--- config.mk ---
export PLATFORM = sky130hd
export DESIGN_NAME = i2c_master_byte_ctrl
export DESIGN_NICKNAME = d
export VERILOG_FILES = /design/src/rtl/i2c_master_byte_ctrl.sv
export SDC_FILE = /design/constraint.sdc
export NUM_CORES = 1
export LEC_CHECK = 0
export BUFFER_PORTS_ARGS = -buffer_cell sky130_fd_sc_hd__buf_2
export CAP_MARGIN = 20
export CELL_PAD_IN_SITES_DETAIL_PLACEMENT = 1
export CELL_PAD_IN_SITES_GLOBAL_PLACEMENT = 1
export CORE_ASPECT_RATIO = 0.6
export CORE_MARGIN = 3
export CORE_UTILIZATION = 35
export CTS_BUF_LIST = sky130_fd_sc_hd__clkbuf_8 sky130_fd_sc_hd__clkbuf_16
export CTS_CLUSTER_DIAMETER = 30
export DETAILED_ROUTE_END_ITERATION = 12
export PLACE_DENSITY_LB_ADDON = 0.1
export SLEW_MARGIN = 20
export SYNTH_ARGS = -nofsm -noshare
export SYNTH_HDL_FRONTEND = slang
export SYNTH_SLANG_ARGS = --single-unit
--- constraint.sdc ---
create_clock -name clk -period 2.6 [get_ports clk]
set_input_delay 0.13 -clock clk [delete_from_list [all_inputs] [get_ports clk]]
set_output_delay 0.13 -clock clk [all_outputs]
set_load 0.01 [all_outputs]
--- src/rtl/i2c_master_byte_ctrl.sv ---
// I2C byte-level controller: turns host byte commands into
// bit commands for the bit controller, shifting data MSB first.
module i2c_master_byte_ctrl (
    input  logic       clk,
    input  logic       nReset,
    input  logic       rst,
    input  logic       ena,
    input  logic       start,
    input  logic       stop,
    input  logic       read,
    input  logic       write,
    input  logic       ack_in,
    input  logic [7:0] din,
    output logic       cmd_ack,
    output logic       ack_out,
    output logic [7:0] dout,
    output logic       i2c_busy,
    output logic       i2c_al,
    output logic [3:0] core_cmd,
    output logic       core_txd,
    input  logic       core_ack,
    input  logic       core_rxd,
    input  logic       core_al,
    input  logic       core_busy
);

    localparam logic [3:0] CMD_NOP   = 4'b0000;
    localparam logic [3:0] CMD_START = 4'b0001;
    localparam logic [3:0] CMD_STOP  = 4'b0010;
    localparam logic [3:0] CMD_WRITE = 4'b0100;
    localparam logic [3:0] CMD_READ  = 4'b1000;

    typedef enum logic [2:0] {
        ST_IDLE,
        ST_START,
        ST_WRITE,
        ST_READ,
        ST_ACK,
        ST_STOP
    } state_t;

    state_t      state_q, state_d;
    logic [3:0]  cmd_q, cmd_d;
    logic        cmd_ack_q, cmd_ack_d;
    logic        ack_out_q, ack_out_d;
    logic [7:0]  sr_q, sr_d;
    logic [2:0]  dcnt_q, dcnt_d;
    logic        rd_op_q, rd_op_d;
    logic        go;

    // cmd_ack masks the cycle where the host still holds its request
    assign go = (read | write | stop) & ~cmd_ack_q & ena;

    assign cmd_ack  = cmd_ack_q;
    assign ack_out  = ack_out_q;
    assign dout     = sr_q;
    assign core_cmd = cmd_q;
    assign i2c_busy = core_busy;
    assign i2c_al   = core_al;

    // Next-state and registered-output logic of the byte FSM
    always_comb begin
        state_d   = state_q;
        cmd_d     = cmd_q;
        cmd_ack_d = 1'b0;
        ack_out_d = ack_out_q;
        sr_d      = sr_q;
        dcnt_d    = dcnt_q;
        rd_op_d   = rd_op_q;
        if (core_al) begin
            // lost arbitration: drop the transfer, keep data intact
            state_d = ST_IDLE;
            cmd_d   = CMD_NOP;
        end else begin
            unique case (state_q)
                ST_IDLE: begin
                    if (go) begin
                        sr_d    = din;
                        dcnt_d  = 3'd7;
                        rd_op_d = read;
                        if (start) begin
                            state_d = ST_START;
                            cmd_d   = CMD_START;
                        end else if (read) begin
                            state_d = ST_READ;
                            cmd_d   = CMD_READ;
                        end else if (write) begin
                            state_d = ST_WRITE;
                            cmd_d   = CMD_WRITE;
                        end else begin
                            state_d = ST_STOP;
                            cmd_d   = CMD_STOP;
                        end
                    end
                end
                ST_START: begin
                    if (core_ack) begin
                        sr_d   = din;
                        dcnt_d = 3'd7;
                        if (read) begin
                            state_d = ST_READ;
                            cmd_d   = CMD_READ;
                        end else begin
                            state_d = ST_WRITE;
                            cmd_d   = CMD_WRITE;
                        end
                    end
                end
                ST_WRITE, ST_READ: begin
                    if (core_ack) begin
                        sr_d = {sr_q[6:0], core_rxd};
                        if (dcnt_q == 3'd0) begin
                            state_d = ST_ACK;
                            // ACK bit direction is opposite to data
                            cmd_d = (state_q == ST_READ) ? CMD_WRITE
                                                         : CMD_READ;
                        end else begin
                            dcnt_d = dcnt_q - 3'd1;
                        end
                    end
                end
                ST_ACK: begin
                    if (core_ack) begin
                        ack_out_d = core_rxd;
                        if (stop) begin
                            state_d = ST_STOP;
                            cmd_d   = CMD_STOP;
                        end else begin
                            state_d   = ST_IDLE;
                            cmd_d     = CMD_NOP;
                            cmd_ack_d = 1'b1;
                        end
                    end
                end
                ST_STOP: begin
                    if (core_ack) begin
                        state_d   = ST_IDLE;
                        cmd_d     = CMD_NOP;
                        cmd_ack_d = 1'b1;
                    end
                end
                default: begin
                    state_d = ST_IDLE;
                    cmd_d   = CMD_NOP;
                end
            endcase
        end
    end

    // Bit to put on the bus: data in WRITE, host ACK after a read
    always_comb begin
        core_txd = 1'b1;
        if (state_q == ST_WRITE) begin
            core_txd = sr_q[7];
        end else if (state_q == ST_ACK && rd_op_q) begin
            core_txd = ack_in;
        end
    end

    // State registers with synchronous hard and soft reset
    always_ff @(posedge clk) begin
        if (!nReset || rst) begin
            state_q   <= ST_IDLE;
            cmd_q     <= CMD_NOP;
            cmd_ack_q <= 1'b0;
            ack_out_q <= 1'b0;
            sr_q      <= 8'h00;
            dcnt_q    <= 3'd0;
            rd_op_q   <= 1'b0;
        end else begin
            state_q   <= state_d;
            cmd_q     <= cmd_d;
            cmd_ack_q <= cmd_ack_d;
            ack_out_q <= ack_out_d;
            sr_q      <= sr_d;
            dcnt_q    <= dcnt_d;
            rd_op_q   <= rd_op_d;
        end
    end

endmodule

==> reports/results.tsv, run 1 <==
metric	value	unit
r2r_slack	620	ps
ordered_list_of_cells_on_the_worst_path	nor4b_2, a22o_1, and2_4, a311oi_2	
main_flop_type_after_synthesis	sky130_fd_sc_hd__dfxtp_1	
post-cts-setup-buffers	0	
mappedNetlistNets	177	
routed_wirelength	3.93	mm
dieArea	4480	um2
slew_violations	0	
tritoncts	built	
root_buffer_selected_by_cts	sky130_fd_sc_hd__clkbuf_8	
grt_overflow_total	0	
routabilityCongestion	0.852	
final_worst_path_period_need	1980	ps
int_power	496	uW
p_comb_share	19.0	%
unrepaired_setup_endpoints_after_global_routing	no	
critPathMaxStageDelay	530	ps
placementRows	16	
seq_area_frac_synth	32.5	%
p_leak	0.665	nW
horizontal_die_dimension	84.5	um
maximum_number_of_pins_on_one_net_before_global_route_repair	22	
fp.coreArea	3400	um2
rr_worst_depth	4	
worst_path_required_time	2740	ps
ios	38	
port_buffers	35	
drt_first_pass_iters	4	
grt.total_usage	18.4	%
rr_startpoint	state_q[1]	
cp-end-kind	flip-flop	
grt_pass1_vias	1236	
layout.cells.most_common	sky130_fd_sc_hd__buf_2	
antenna_found_initial	0	
timing_worst_slew_pin_value	659	ps
hold_class	input pin to flip-flop	
setup.worst_path.class	flip-flop to flip-flop	
async_reset_ff_share	0	%
cp_top_family	simple AND/OR/NAND/NOR gates	
clkPwrFrac	32.6	%
clk-insertion-delay-late	270	ps
clk_pin_slew	90	ps
synth-warning-count	0	
place_hpwl	3.04	mm
most_frequent_cells_in_the_layout	35 x sky130_fd_sc_hd__buf_2, 21 x sky130_fd_sc_hd__dfxtp_1, 19 x sky130_fd_sc_hd__a21oi_1, 13 x sky130_fd_sc_hd__a211oi_1, 11 x sky130_fd_sc_hd__nor2_1	
final.setup.tns	0	ps
run_status	complete, no violations	
num_cts_buffers	3	
cp_num_buf_inv	0	
netlist.top_cell.by_area	sky130_fd_sc_hd__dfxtp_1	
area.growth.synth_to_final	18.1	%
critPathMaxFanout	21	
worstHoldEndpoint	ack_out	
antenna_left	0	
postCtsHoldBufs	0	
cts.repair.resized	0	
layout.nets	207	
share_seq_of_total_power	48.4	%
synth_area	1290	um2
synthesis.instances	154	
start_util	38.0	%
yosysUniqueCellTypes	44	
drt_drc_violations_left	0	
synth-edff-count	0	
post-route-period-util	76.3	%
route.detailed.wl_per_inst	17.2	um
max_stage_delay_cell_worst_path	sky130_fd_sc_hd__dfxtp_1	
r2r_end	dcnt_q[0]	
net_switching_share_of_the_total_power	29.7	%
grt_pass1_wl	6.38	mm
area_share_of_the_largest_cell_type_after_synthesis	32.5	%
fillerInstances	430	
max-clock-path-buffers	2	
pwr_density_cell	462	nW/um2
holdCritStartpoint	core_rxd	
finalHoldViolations	0	
antennaDiodeCount	0	
synth.ff_latch_count	21	
p_sw	209	uW
finalSetupViolCount	0	
max-cap-violations	0	
cts_htree_levels	1	
maxClockFrequency	0.504	GHz
vias	1275	
worst_hold_slack	103	ps
cp.arrival	2130	ps
final_layout_size_suffix_gt1_share	27.3	%
min_path_cells	3	
detailed_place.area	1480	um2
worst_slew_margin_rel	56.0	%
vdd_drop_max	0.252	mV
avgSynthCellArea	8.39	um2
routed_via_density	5.59	
final_cell_area	1530	um2
detailedRoute.firstIterationViolations	100	
yosys-top-cells-area	sky130_fd_sc_hd__dfxtp_1 33%, sky130_fd_sc_hd__a211oi_1 7.6%, sky130_fd_sc_hd__a21oi_1 7.4%, sky130_fd_sc_hd__mux2i_1 7.0%, sky130_fd_sc_hd__nor2_1 3.2%	
cts_sinks	21	
die_extent_in_y	53.1	um
clock_tree_skew_after_final_layout	8.00	ps
timing.critical_path.from_type	flip-flop	
==> synthesized netlist by cell type, types with 3 or more instances <==
library cell and number:
sky130_fd_sc_hd__dfxtp_1 21, sky130_fd_sc_hd__a21oi_1 19, sky130_fd_sc_hd__a211oi_1 13, sky130_fd_sc_hd__nor2_1 11
sky130_fd_sc_hd__nand2_1 10, sky130_fd_sc_hd__mux2i_1 9, sky130_fd_sc_hd__clkbuf_1 6, sky130_fd_sc_hd__nor2b_1 5
sky130_fd_sc_hd__o21ai_0 5, sky130_fd_sc_hd__buf_2 4, sky130_fd_sc_hd__inv_1 4, sky130_fd_sc_hd__nand2b_1 4
sky130_fd_sc_hd__nand3_1 3, sky130_fd_sc_hd__o2bb2ai_1 3
==> stage by stage <==
step	std cells	setup slack [ps]	power, mW	util [%]
4_1_cts	228	633	0.710	44.9
3_3_place_gp	224	756	0.478	43.4
2_1_floorplan	154	1070	0.436	-
3_5_place_dp	224	667	0.482	43.4
5_1_grt	228	444	0.743	44.9
6_report	228	615	0.705	44.9
==> power groups by stage <==
stage / Sequential (mW) / Combinational (mW) / Clock [mW]
6_report: 0.341 / 0.134 / 0.230
3_5_place_dp: 0.349 / 0.133 / 0
4_1_cts: 0.341 / 0.134 / 0.235
2_1_floorplan: 0.346 / 0.0902 / 0
3_3_place_gp: 0.348 / 0.130 / 0
5_1_grt: 0.343 / 0.148 / 0.252
==> how the worst max path moves through the flow <==
| stage | start | to | slack [ps] | cells past startpoint |
|---|---|---|---|---|
| floorplan | dcnt_q[0] | core_cmd[3] | 1070 | 6 |
| global placement | state_q[1] | dcnt_q[0] | 760 | 4 |
| detailed placement | state_q[1] | dcnt_q[0] | 670 | 4 |
| CTS | state_q[1] | dcnt_q[0] | 630 | 4 |
| global route | state_q[2] | core_txd | 440 | 5 |
| finish | state_q[1] | dcnt_q[0] | 620 | 4 |
==> kinds of logic (layout without fill, tap and decap cells) <==
logic type | count (synthesis) | after routing | synth area share, %
buffers and inverters | 17 | 46 | 6.49
flip-flops | 21 | 21 | 32.5
AND/OR/NAND/NOR | 51 | 51 | 23.5
adder cells (fa/ha/maj) | 2 | 2 | 1.94
multiplexers | 9 | 9 | 6.97
AO/OA/AOI/OAI | 54 | 54 | 28.6
==> final cells by class <==
cell class / count / area [um2] / share of cell area (%)
well taps: 45 / 56.3 / 3.69
inverters: 4 / 15.0 / 0.984
clock buffers: 3 / 41.3 / 2.70
flip-flops and latches: 21 / 420 / 27.5
multi-input cells: 116 / 788 / 51.6
repair buffers: 38 / 198 / 13.0
clock inverters: 1 / 7.51 / 0.492
==> flip-flops by register name, indices dropped and copies added (netlist names) <==
signal / flops
rd_op_q: 1
core_cmd: 4
state_q: 3
cmd_ack: 1
dout: 8
dcnt_q: 3
ack_out: 1
==> routing by layer <==
metal  vias to the layer above  track usage (%)  wire [um]
li1                        626                -          -
met1                       606             27.2       2070
met2                        38             26.4       1590
met3                         5             4.67        247
met4                         0             3.68         25
met5                         -                0          0
==> worst min-delay path, delay by kind of cell <==
kind	cells	cell delay, ps
buffers and inverters	1	110
AND/OR/NAND/NOR	1	50
AO/OA/AOI/OAI	1	50
(Power assumes the default switching activity.)
==> run 2: changes to the inputs <==
--- a/config.mk
+++ b/config.mk
@@ -5,13 +5,14 @@
 export SDC_FILE = /design/constraint.sdc
 export NUM_CORES = 1
 export LEC_CHECK = 0
+export ABC_AREA = 1
 export BUFFER_PORTS_ARGS = -buffer_cell sky130_fd_sc_hd__buf_2
 export CAP_MARGIN = 20
 export CELL_PAD_IN_SITES_DETAIL_PLACEMENT = 1
 export CELL_PAD_IN_SITES_GLOBAL_PLACEMENT = 1
 export CORE_ASPECT_RATIO = 0.6
 export CORE_MARGIN = 3
-export CORE_UTILIZATION = 35
+export CORE_UTILIZATION = 34
 export CTS_BUF_LIST = sky130_fd_sc_hd__clkbuf_8 sky130_fd_sc_hd__clkbuf_16
 export CTS_CLUSTER_DIAMETER = 30
 export DETAILED_ROUTE_END_ITERATION = 12
==> constraint.sdc (replaced) <==
create_clock -name clk -period 1.92 [get_ports clk]
set_input_delay 0.096 -clock clk [delete_from_list [all_inputs] [get_ports clk]]
set_output_delay 0.096 -clock clk [all_outputs]
set_load 0.01 [all_outputs]
==> run 2 against run 1 <==
  * First-iteration DRC count is 9.0% lower
  * Cell count is 19% higher
  * Count of clock-buffer cells in the layout stayed put
  * Sequential cell count stayed put
  * Via count is 6.5% higher
  * Critical path depth is 2 higher
  * Maximum frequency is 14% higher
  * Sequential power is 35% higher
  * Clock power is 30% higher
  * Critical path type unchanged
  * Critical endpoint is now dout[7]
  * Largest power group unchanged
==> reports/results.tsv, run 2 <==
metric	value	unit
run_status	complete, no violations	
root_buffer_selected_by_cts	sky130_fd_sc_hd__clkbuf_8	
antennaDiodeCount	0	
mappedNetlistNets	216	
pwr_density_cell	646	nW/um2
seq_area_frac_synth	34.0	%
cp-end-kind	flip-flop	
num_cts_buffers	3	
worstHoldEndpoint	cmd_ack	
maximum_number_of_pins_on_one_net_before_global_route_repair	14	
combinational_family_with_the_most_area_after_synthesis	simple AND/OR/NAND/NOR gates	
timing_worst_slew_pin_value	597	ps
async_reset_ff_share	0	%
holdCritStartpoint	stop	
finalHoldViolations	0	
cts.repair.resized	0	
final_layout_size_suffix_gt1_share	23.3	%
dieArea	4420	um2
yosys-top-cells-area	sky130_fd_sc_hd__dfxtp_1 34%, sky130_fd_sc_hd__nand2_1 17%, sky130_fd_sc_hd__nor2_1 12%, sky130_fd_sc_hd__nand4_1 5.1%, sky130_fd_sc_hd__inv_1 4.9%	
min_path_cells	2	
synth_area	1240	um2
area_share_of_the_largest_cell_type_after_synthesis	34.0	%
critPathMostFrequentCell	sky130_fd_sc_hd__nor2_1	
yosysUniqueCellTypes	27	
clk_pin_slew	80	ps
die_extent_in_y	52.7	um
rr_worst_depth	6	
placementRows	16	
vias	1358	
fp.coreArea	3360	um2
start_util	36.8	%
final_worst_path_period_need	1740	ps
cts_sinks	21	
antenna_left	0	
routabilityCongestion	0.825	
number_of_flip_flops_in_the_largest_register	8	
ordered_list_of_cells_on_the_worst_path	inv_2, nand2_1, a21oi_2, and2_4, nor2_1, nor2_1	
vdd_drop_max	0.331	mV
grt_pass1_vias	1329	
maxClockFrequency	0.575	GHz
synth-warning-count	0	
final.setup.tns	0	ps
main_flop_type_after_synthesis	sky130_fd_sc_hd__dfxtp_1	
critPathMaxStageDelay	460	ps
horizontal_die_dimension	83.8	um
rr_startpoint	state_q[2]	
worst_path_depth	6	
worst_hold_slack	82.4	ps
area.growth.synth_to_final	19.6	%
drt_first_pass_iters	4	
setup.worst_path.class	flip-flop to flip-flop	
ios	38	
max_stage_delay_cell_worst_path	sky130_fd_sc_hd__a21oi_2	
r2r_slack	180	ps
worst_path_required_time	2110	ps
layout.cells.most_common	sky130_fd_sc_hd__nand2_1	
post-route-period-util	90.6	%
worst_slew_margin_rel	60.2	%
synthesis.instances	193	
cts_htree_levels	1	
clock_tree_skew_after_final_layout	2.49	ps
avgSynthCellArea	6.41	um2
routed_wirelength	3.84	mm
clk-insertion-delay-late	260	ps
drt_drc_violations_left	0	
critPathMaxFanout	11	
cp_top_family	simple AND/OR/NAND/NOR gates	
p_leak	0.738	nW
most_frequent_cells_in_the_layout	57 x sky130_fd_sc_hd__nand2_1, 38 x sky130_fd_sc_hd__nor2_1, 35 x sky130_fd_sc_hd__buf_2, 21 x sky130_fd_sc_hd__dfxtp_1, 16 x sky130_fd_sc_hd__inv_1	
postCtsHoldBufs	0	
tritoncts	built	
routed_via_density	4.99	
cp.arrival	1930	ps
detailedRoute.firstIterationViolations	91	
netlist.top_cell.by_area	sky130_fd_sc_hd__dfxtp_1	
antenna_found_initial	0	
r2r_end	dout[7]	
timing.critical_path.from_type	flip-flop	
port_buffers	35	
cp_num_buf_inv	1	
post_synth_mux_area_share	0	%
yosys.area_share.adder	2.02	%
place_hpwl	3.11	mm
fillerInstances	467	
slew_violations	0	
synth.ff_latch_count	21	
grt_pass1_wl	6.44	mm
post_synth_most_frequent_cells	57 x sky130_fd_sc_hd__nand2_1, 38 x sky130_fd_sc_hd__nor2_1, 21 x sky130_fd_sc_hd__dfxtp_1	
max-cap-violations	0	
synth-compound-area-share	7.69	%
unrepaired_setup_endpoints_after_global_routing	no	
synth-edff-count	0	
route.detailed.wl_per_inst	14.1	um
finalSetupViolCount	0	
synth_xor_area_share	0	%
layout.nets	251	
grt_overflow_total	0	
synth_most_common_cell	sky130_fd_sc_hd__nand2_1	
grt.total_usage	18.5	%
post-cts-setup-buffers	0	
hold_class	input pin to flip-flop	
max-clock-path-buffers	2	
synthSimpleGateAreaFrac	46.2	%
==> run 2: logic make-up (layout without fill, tap and decap cells) <==
kind of cell,count (synthesis),after routing
compound gates,16,16
fa+ha+maj,2,2
buf+inv,27,61
flops,21,21
simple gates,127,127
==> run 2: worst max-delay path by stage <==
stage	slack [ps]	start	to
final	180	state_q[2]	dout[7]
after CTS	190	state_q[2]	dout[7]
after floorplan	680	state_q[0]	dout[7]
after global placement	390	state_q[1]	dout[7]
after global routing	70	state_q[1]	dout[7]
after detailed placement	210	state_q[0]	dout[7]
==> run 2: through the flow <==
stage	instance area [um2]	power (mW)	util (%)	instances	setup WS, ps
finish	1480	0.956	44.0	272	181
global route	1480	1.02	44.0	272	74.4
CTS	1480	0.968	44.0	272	194
detailed placement	1430	0.668	42.6	268	210
global placement	1430	0.657	42.6	268	386
floorplan	1240	0.606	-	193	681
==> run 2: report_power, final <==
group,internal [mW],switching [mW],leakage (nW)
clock,0.145,0.153,0.0255
combinational,0.0693,0.128,0.542
sequential,0.449,0.0107,0.170
total,0.663,0.292,0.738
==> run 2: final cells by class <==
class / instances / area [um2] / share of cell area, %
clock buffer: 3 / 41.3 / 2.79
clock inverter: 1 / 5.00 / 0.338
inverter: 20 / 75.1 / 5.08
multi-input combinational: 145 / 691 / 46.7
sequential: 21 / 420 / 28.4
tap: 45 / 56.3 / 3.81
timing repair buffer: 37 / 190 / 12.9
==> run 2: routing by layer <==
metal  routed length (um)  vias up  global-route usage (%)
met1                 1920      640                    24.1
met4                    0        0                    2.41
met2                 1730       33                    32.2
met5                    0        -                       0
met3                  189        0                    4.40
li1                     -      685                       -
